==> config.mk <==
export PLATFORM = sky130hd
export DESIGN_NAME = bomb_game_ctrl
export DESIGN_NICKNAME = d
export VERILOG_FILES = /design/src/rtl/bomb_game_ctrl_pkg.sv /design/src/rtl/bomb_game_ctrl_bcd_down_sat.sv /design/src/rtl/bomb_game_ctrl.sv
export SDC_FILE = /design/constraint.sdc
export NUM_CORES = 1
export LEC_CHECK = 0
export CORE_ASPECT_RATIO = 2
export CORE_UTILIZATION = 45
export CTS_CLUSTER_SIZE = 8
export DETAILED_ROUTE_END_ITERATION = 10
export GPL_TIMING_DRIVEN = 0
export SLEW_MARGIN = 20
export SYNTH_ARGS = -nofsm -noshare
export SYNTH_HDL_FRONTEND = slang
export SYNTH_SLANG_ARGS = --single-unit
export TNS_END_PERCENT = 20
==> constraint.sdc <==
create_clock -name clk -period 6.5 [get_ports clk]
set_clock_uncertainty 0.2 [all_clocks]
set_input_delay 0.975 -clock clk [delete_from_list [all_inputs] [get_ports clk]]
set_output_delay 0.975 -clock clk [all_outputs]
set_load 0.1 [all_outputs]
==> src/rtl/bomb_game_ctrl_pkg.sv <==
// Shared definitions for the bomb game stages: state encoding, BCD width,
// wire count and a binary-to-BCD helper.
package bomb_game_ctrl_pkg;

    typedef enum logic [1:0] {
        S_IDLE     = 2'd0,
        S_ARMED    = 2'd1,
        S_DEFUSED  = 2'd2,
        S_EXPLODED = 2'd3
    } game_state_t;

    localparam int BCD_W     = 4;
    localparam int NUM_WIRES = 4;
    localparam int DEC_W     = 8;

    // Values are at most 99, so two BCD digits always suffice.
    function automatic logic [2*BCD_W-1:0] bin_to_bcd(input logic [6:0] value);
        logic [6:0] tens_v;
        logic [6:0] ones_v;
        tens_v = value / 7'd10;
        ones_v = value % 7'd10;
        return {tens_v[BCD_W-1:0], ones_v[BCD_W-1:0]};
    endfunction

endpackage

==> src/rtl/bomb_game_ctrl_bcd_down_sat.sv <==
// Two-digit BCD down counter: load to INIT, subtract an arbitrary amount
// with saturation at 00, and report zero now / zero after this decrement.
module bcd_down_sat
    import bomb_game_ctrl_pkg::*;
#(
    parameter int INIT = 60
) (
    input  logic             clk,
    input  logic             rst,
    input  logic             load,
    input  logic             dec_en,
    input  logic [DEC_W-1:0] dec_amt,
    output logic [BCD_W-1:0] tens,
    output logic [BCD_W-1:0] ones,
    output logic             zero,
    output logic             dec_zero
);

    localparam logic [2*BCD_W-1:0] INIT_BCD = bin_to_bcd(7'(INIT));

    logic [6:0]       cur;
    logic [DEC_W-1:0] cur_ext;
    logic [DEC_W-1:0] diff;
    logic [6:0]       next_bin;

    // Subtract in binary; the digit pair is converted back on store.
    always_comb begin
        cur      = 7'(tens) * 7'd10 + 7'(ones);
        cur_ext  = {1'b0, cur};
        diff     = (dec_amt >= cur_ext) ? '0 : (cur_ext - dec_amt);
        next_bin = diff[6:0];
        dec_zero = dec_en && (diff == '0);
    end

    assign zero = (tens == '0) && (ones == '0);

    always_ff @(posedge clk) begin
        if (rst || load) begin
            {tens, ones} <= INIT_BCD;
        end else if (dec_en) begin
            {tens, ones} <= bin_to_bcd(next_bin);
        end
    end

endmodule

==> src/rtl/bomb_game_ctrl.sv <==
// Bomb game controller: arms on start with all wires intact, counts down
// in BCD, and resolves wire cuts into defuse, penalty or detonation.
module bomb_game_ctrl
    import bomb_game_ctrl_pkg::*;
#(
    parameter int TICK_DIV    = 1000,
    parameter int START_SEC   = 60,
    parameter int PENALTY_SEC = 10,
    parameter int SAFE_WIRE   = 0,
    parameter int TRAP_WIRE   = 1
) (
    input  logic                 clk,
    input  logic                 rst,
    input  logic                 start,
    input  logic [NUM_WIRES-1:0] wire_in,
    input  logic                 repeat_rst,
    output logic                 armed,
    output logic                 fail,
    output logic                 success,
    output logic [BCD_W-1:0]     sec_tens,
    output logic [BCD_W-1:0]     sec_ones,
    output logic                 tick,
    output game_state_t          dbg_state
);

    localparam int PRESC_W = (TICK_DIV > 1) ? $clog2(TICK_DIV) : 1;

    game_state_t          state_q;
    logic [PRESC_W-1:0]   presc_q;
    logic [NUM_WIRES-1:0] wire_q;
    logic [NUM_WIRES-1:0] cut;
    logic [2:0]           pen_cnt;
    logic                 trap_cut;
    logic                 safe_cut;
    logic                 tick_now;
    logic                 start_ok;
    logic                 load;
    logic                 dec_en;
    logic [DEC_W-1:0]     dec_amt;
    logic                 zero;
    logic                 dec_zero;

    assign dbg_state = state_q;

    always_comb begin
        cut      = wire_q & ~wire_in;
        trap_cut = cut[TRAP_WIRE];
        safe_cut = cut[SAFE_WIRE];
        pen_cnt  = '0;
        for (int i = 0; i < NUM_WIRES; i++) begin
            if (i != SAFE_WIRE && i != TRAP_WIRE && cut[i]) begin
                pen_cnt = pen_cnt + 3'd1;
            end
        end
        tick_now = (state_q == S_ARMED) && !zero &&
                   (presc_q == PRESC_W'(TICK_DIV - 1));
        start_ok = (state_q == S_IDLE) && start && (wire_in == '1);
        load     = repeat_rst || start_ok;
        dec_en   = 1'b0;
        dec_amt  = '0;
        // Trap freezes the display; safe keeps only the tick; otherwise
        // penalties and the tick are applied together.
        if (state_q == S_ARMED && !zero && !repeat_rst && !trap_cut) begin
            if (safe_cut) begin
                dec_en  = tick_now;
                dec_amt = DEC_W'(1);
            end else begin
                dec_en  = tick_now || (pen_cnt != '0);
                dec_amt = DEC_W'(int'(pen_cnt) * PENALTY_SEC) + DEC_W'(tick_now);
            end
        end
    end

    bcd_down_sat #(
        .INIT(START_SEC)
    ) u_bcd (
        .clk     (clk),
        .rst     (rst),
        .load    (load),
        .dec_en  (dec_en),
        .dec_amt (dec_amt),
        .tens    (sec_tens),
        .ones    (sec_ones),
        .zero    (zero),
        .dec_zero(dec_zero)
    );

    always_ff @(posedge clk) begin
        if (rst) begin
            state_q <= S_IDLE;
            armed   <= 1'b0;
            fail    <= 1'b0;
            success <= 1'b0;
            tick    <= 1'b0;
            presc_q <= '0;
            wire_q  <= '1;
        end else begin
            wire_q <= wire_in;
            tick   <= 1'b0;
            if (repeat_rst) begin
                state_q <= S_IDLE;
                armed   <= 1'b0;
                fail    <= 1'b0;
                success <= 1'b0;
                presc_q <= '0;
            end else begin
                case (state_q)
                    S_IDLE: begin
                        if (start_ok) begin
                            state_q <= S_ARMED;
                            armed   <= 1'b1;
                            presc_q <= '0;
                        end
                    end
                    S_ARMED: begin
                        if (zero || trap_cut) begin
                            state_q <= S_EXPLODED;
                            armed   <= 1'b0;
                            fail    <= 1'b1;
                        end else if (safe_cut) begin
                            armed <= 1'b0;
                            if (tick_now && dec_zero) begin
                                state_q <= S_EXPLODED;
                                fail    <= 1'b1;
                            end else begin
                                state_q <= S_DEFUSED;
                                success <= 1'b1;
                            end
                        end else begin
                            presc_q <= tick_now ? '0 : (presc_q + PRESC_W'(1));
                            tick    <= tick_now;
                        end
                    end
                    default: begin
                    end
                endcase
            end
        end
    end

endmodule

==> flow_metrics.py <==
metrics = {
    "run_status": {
        "outcome": "completed",
    },
    "logic_synthesis": {
        "async_flop_share_pct": 0,
        "synth_edf_count": 0,
        "ys_types": 70,
        "yosysTopAreaCellShare_pct": 23.4,
        "ys_ff_latch": 28,
        "synth_nets": 318,
        "netlist_top_cells_area": "dfxtp_1, ha_1, nor2_1",
        "syn_area_um2": 2400,
        "yosys_warnings": 0,
        "ys.flop_type": "dfxtp_1",
        "yosysSeqAreaShare_pct": 23.4,
        "synth_top_cell_by_area": "dfxtp_1",
        "syn_avg_cell_area_um2": 8.24,
        "synthCells": 291,
    },
    "floorplan": {
        "rows": 37,
        "io_pins": 22,
        "die_area_um2": 5640,
        "start_util_pct": 46.7,
        "die_x_um": 53.6,
        "fp.dieH_um": 105,
        "fp.coreArea_um2": 5140,
    },
    "worst_setup_path": {
        "r2r_end": "u_bcd.ones[2]",
        "worstSetupEndpointType": "flip-flop",
        "cp_data_arrival_time_ps": 6170,
        "worst-setup-path-type": "in2reg",
        "required_ps": 6500,
        "rrSetupSlack_ps": 710,
        "r2r_cells": 23,
        "crit_path_max_fanout": 7,
        "cp-start-kind": "primary input",
        "rr_startpoint": "u_bcd.ones[2]",
    },
    "power": {
        "peakVddDrop_mv": 0.242,
        "power_mw": 0.338,
        "leakage_nw": 1.11,
        "powerDensity_nw_per_um2": 117,
    },
    "detailed_routing": {
        "via_per_inst": 5.72,
        "drt_iter0_drc": 75,
        "vias": 2192,
        "ant_nets": 0,
        "wl_um": 6220,
        "drt_pass1_iterations": 4,
        "drc": 0,
        "wl_per_cell_um": 16.2,
    },
    "run": {
        "maxCapViolations": 0,
    },
    "global_route": {
        "grt_usage_pct": 24.0,
        "grt_pass1_vias": 2198,
        "grt_start_max_net_pins": 17,
        "antenna_found_initial": 0,
        "grt_pass1_wl_um": 10000,
        "gr-total-overflow": 0,
    },
    "timing": {
        "tightest_slew_ps": 976,
        "period_minus_slack_ps": 6170,
        "period_share_pct": 94.9,
        "setup_violations": 0,
        "relSlewSlack_pct": 34.7,
        "maxSlewViolCount": 0,
        "fmax_ghz": 0.162,
        "hold_viol": 0,
        "rsz0062_at_grt": "no",
        "timing.hold.ws_ps": 286,
    },
    "clocking": {
        "tritoncts": "done",
        "cts_made_buffers": 3,
        "clock-sinks": 28,
        "cts_max_path_buffers": 2,
        "clk_pin_slew_ps": 100,
        "htree_levels": 1,
        "root_buffer": "clkbuf_8",
        "clk_latency_ps": 280,
        "hold_buffers": 0,
    },
    "finish": {
        "final_cells": 383,
        "nets": 353,
        "drive_gt1_share_pct": 18.5,
        "num-fill-cells": 486,
        "diodes": 0,
        "mostFrequentLayoutCells": "nor2_1, dfxtp_1, clkdlybuf4s50_1, nand2_1, a21oi_1",
        "syn_to_final_growth_pct": 20.5,
        "fin_area_um2": 2890,
    },
    "placed_design": {
        "io_buffers": 21,
        "placed_cell_area_um2": 2680,
        "dp.cells": 370,
        "post-dp-hpwl_um": 5000,
        "globalplace.congestion": 0.759,
    },
    "worst_hold_path": {
        "holdPathEnd": "armed",
        "min_path_type": "reg2reg",
        "min_from": "armed",
        "whs_path_depth": 2,
    },
}
-- worst max-delay path by stage --
stage | end | from | slack, ps | cells after the start
floorplan | u_bcd.ones[2] | u_bcd.ones[2] | 320 | 23
global route | u_bcd.ones[2] | wire_in[3] | 10 | 24
finish | u_bcd.ones[2] | wire_in[1] | 330 | 23
global placement | u_bcd.ones[2] | wire_in[1] | -740 | 22
detailed placement | u_bcd.ones[2] | wire_in[1] | -780 | 22
CTS | u_bcd.ones[2] | wire_in[1] | 6 | 23
-- synth_stat cells (5+ instances only) --
master	count
xnor2_1	5
a21oi_1	19
or2_2	7
clkbuf_1	5
nor3_1	8
nand3_1	12
o21ai_0	17
ha_1	16
nor3b_1	6
inv_1	17
nand2b_1	6
nand2_1	19
dfxtp_1	28
nor2_1	29
and3_1	6
-- flip-flops by register name (all words and copies together), names as in the netlist --
name	cells
armed	1
dbg_state	2
fail	1
presc_q	10
success	1
tick	1
u_bcd.ones	4
u_bcd.tens	4
wire_q	4
-- layer usage --
metal / GRT usage, % / routed length [um]
met2: 49.2 / 3690
met4: 8.46 / 155
met5: 0 / 0
met1: 22.2 / 2300
met3: 1.44 / 70
-- critical path: stages --
cell,delay (ps)
clkdlybuf4s50_1,460
o21ai_2,260
nor3_4,90
o21a_1,130
ha_1,220
fa_2,380
and2b_2,260
o22a_1,180
nor2_1,70
o41a_1,430
a2bb2oi_4,180
inv_1,60
ha_2,210
o31a_1,330
nor2_2,140
xnor2_1,140
a31oi_1,250
ha_2,220
inv_1,60
o41a_1,440
a32oi_2,290
nand2_1,130
a311oi_2,270
-- cells by family (layout without fill, tap and decap cells) --
kind of cell             count (synthesis)  after routing  synth area share (%)
flip-flops                              28             28                  23.4
XOR/XNOR                                12             12                  6.42
adder cells (fa/ha/maj)                 19             19                  10.9
AND/OR/NAND/NOR                        117            117                  25.7
AO/OA/AOI/OAI                           87             87                  28.2
buffers and inverters                   25             59                  4.02
multiplexers                             3              3                  1.36
-- where the power goes --
part / switching (mW) / internal, mW
registers: 0.000466 / 0.173
logic: 0.0143 / 0.0111
clock network: 0.0570 / 0.0826
total: 0.0718 / 0.267
-- cell type report --
class / instances / area, um^2 / share of cell area, %
clock inverters: 1 / 30.0 / 1.04
repair buffers: 30 / 278 / 9.62
clock buffers: 3 / 41.3 / 1.43
plain buffers: 7 / 28.8 / 0.997
well taps: 58 / 72.6 / 2.51
flip-flops and latches: 28 / 561 / 19.4
inverters: 18 / 67.6 / 2.34
multi-input cells: 238 / 1810 / 62.7
-- timing repair --
item / 4_1_cts / 5_1_grt
setup endpoints to repair: 3 / 3
setup buffers: 5 / 4
pin swaps: 4 / 6
cloned: 0 / 0
resized for setup: 4 / 13
-- stage by stage --
stage / TNS (ps) / utilization [%] / setup slack [ps]
floorplan: 0 / - / 319
global placement: -1940 / 52.2 / -743
detailed placement: -2130 / 52.2 / -780
CTS: 0 / 54.6 / 5.90
global route: 0 / 56.2 / 11.8
finish: 0 / 56.2 / 330
No activity file was read; power rests on OpenSTA's default activity.
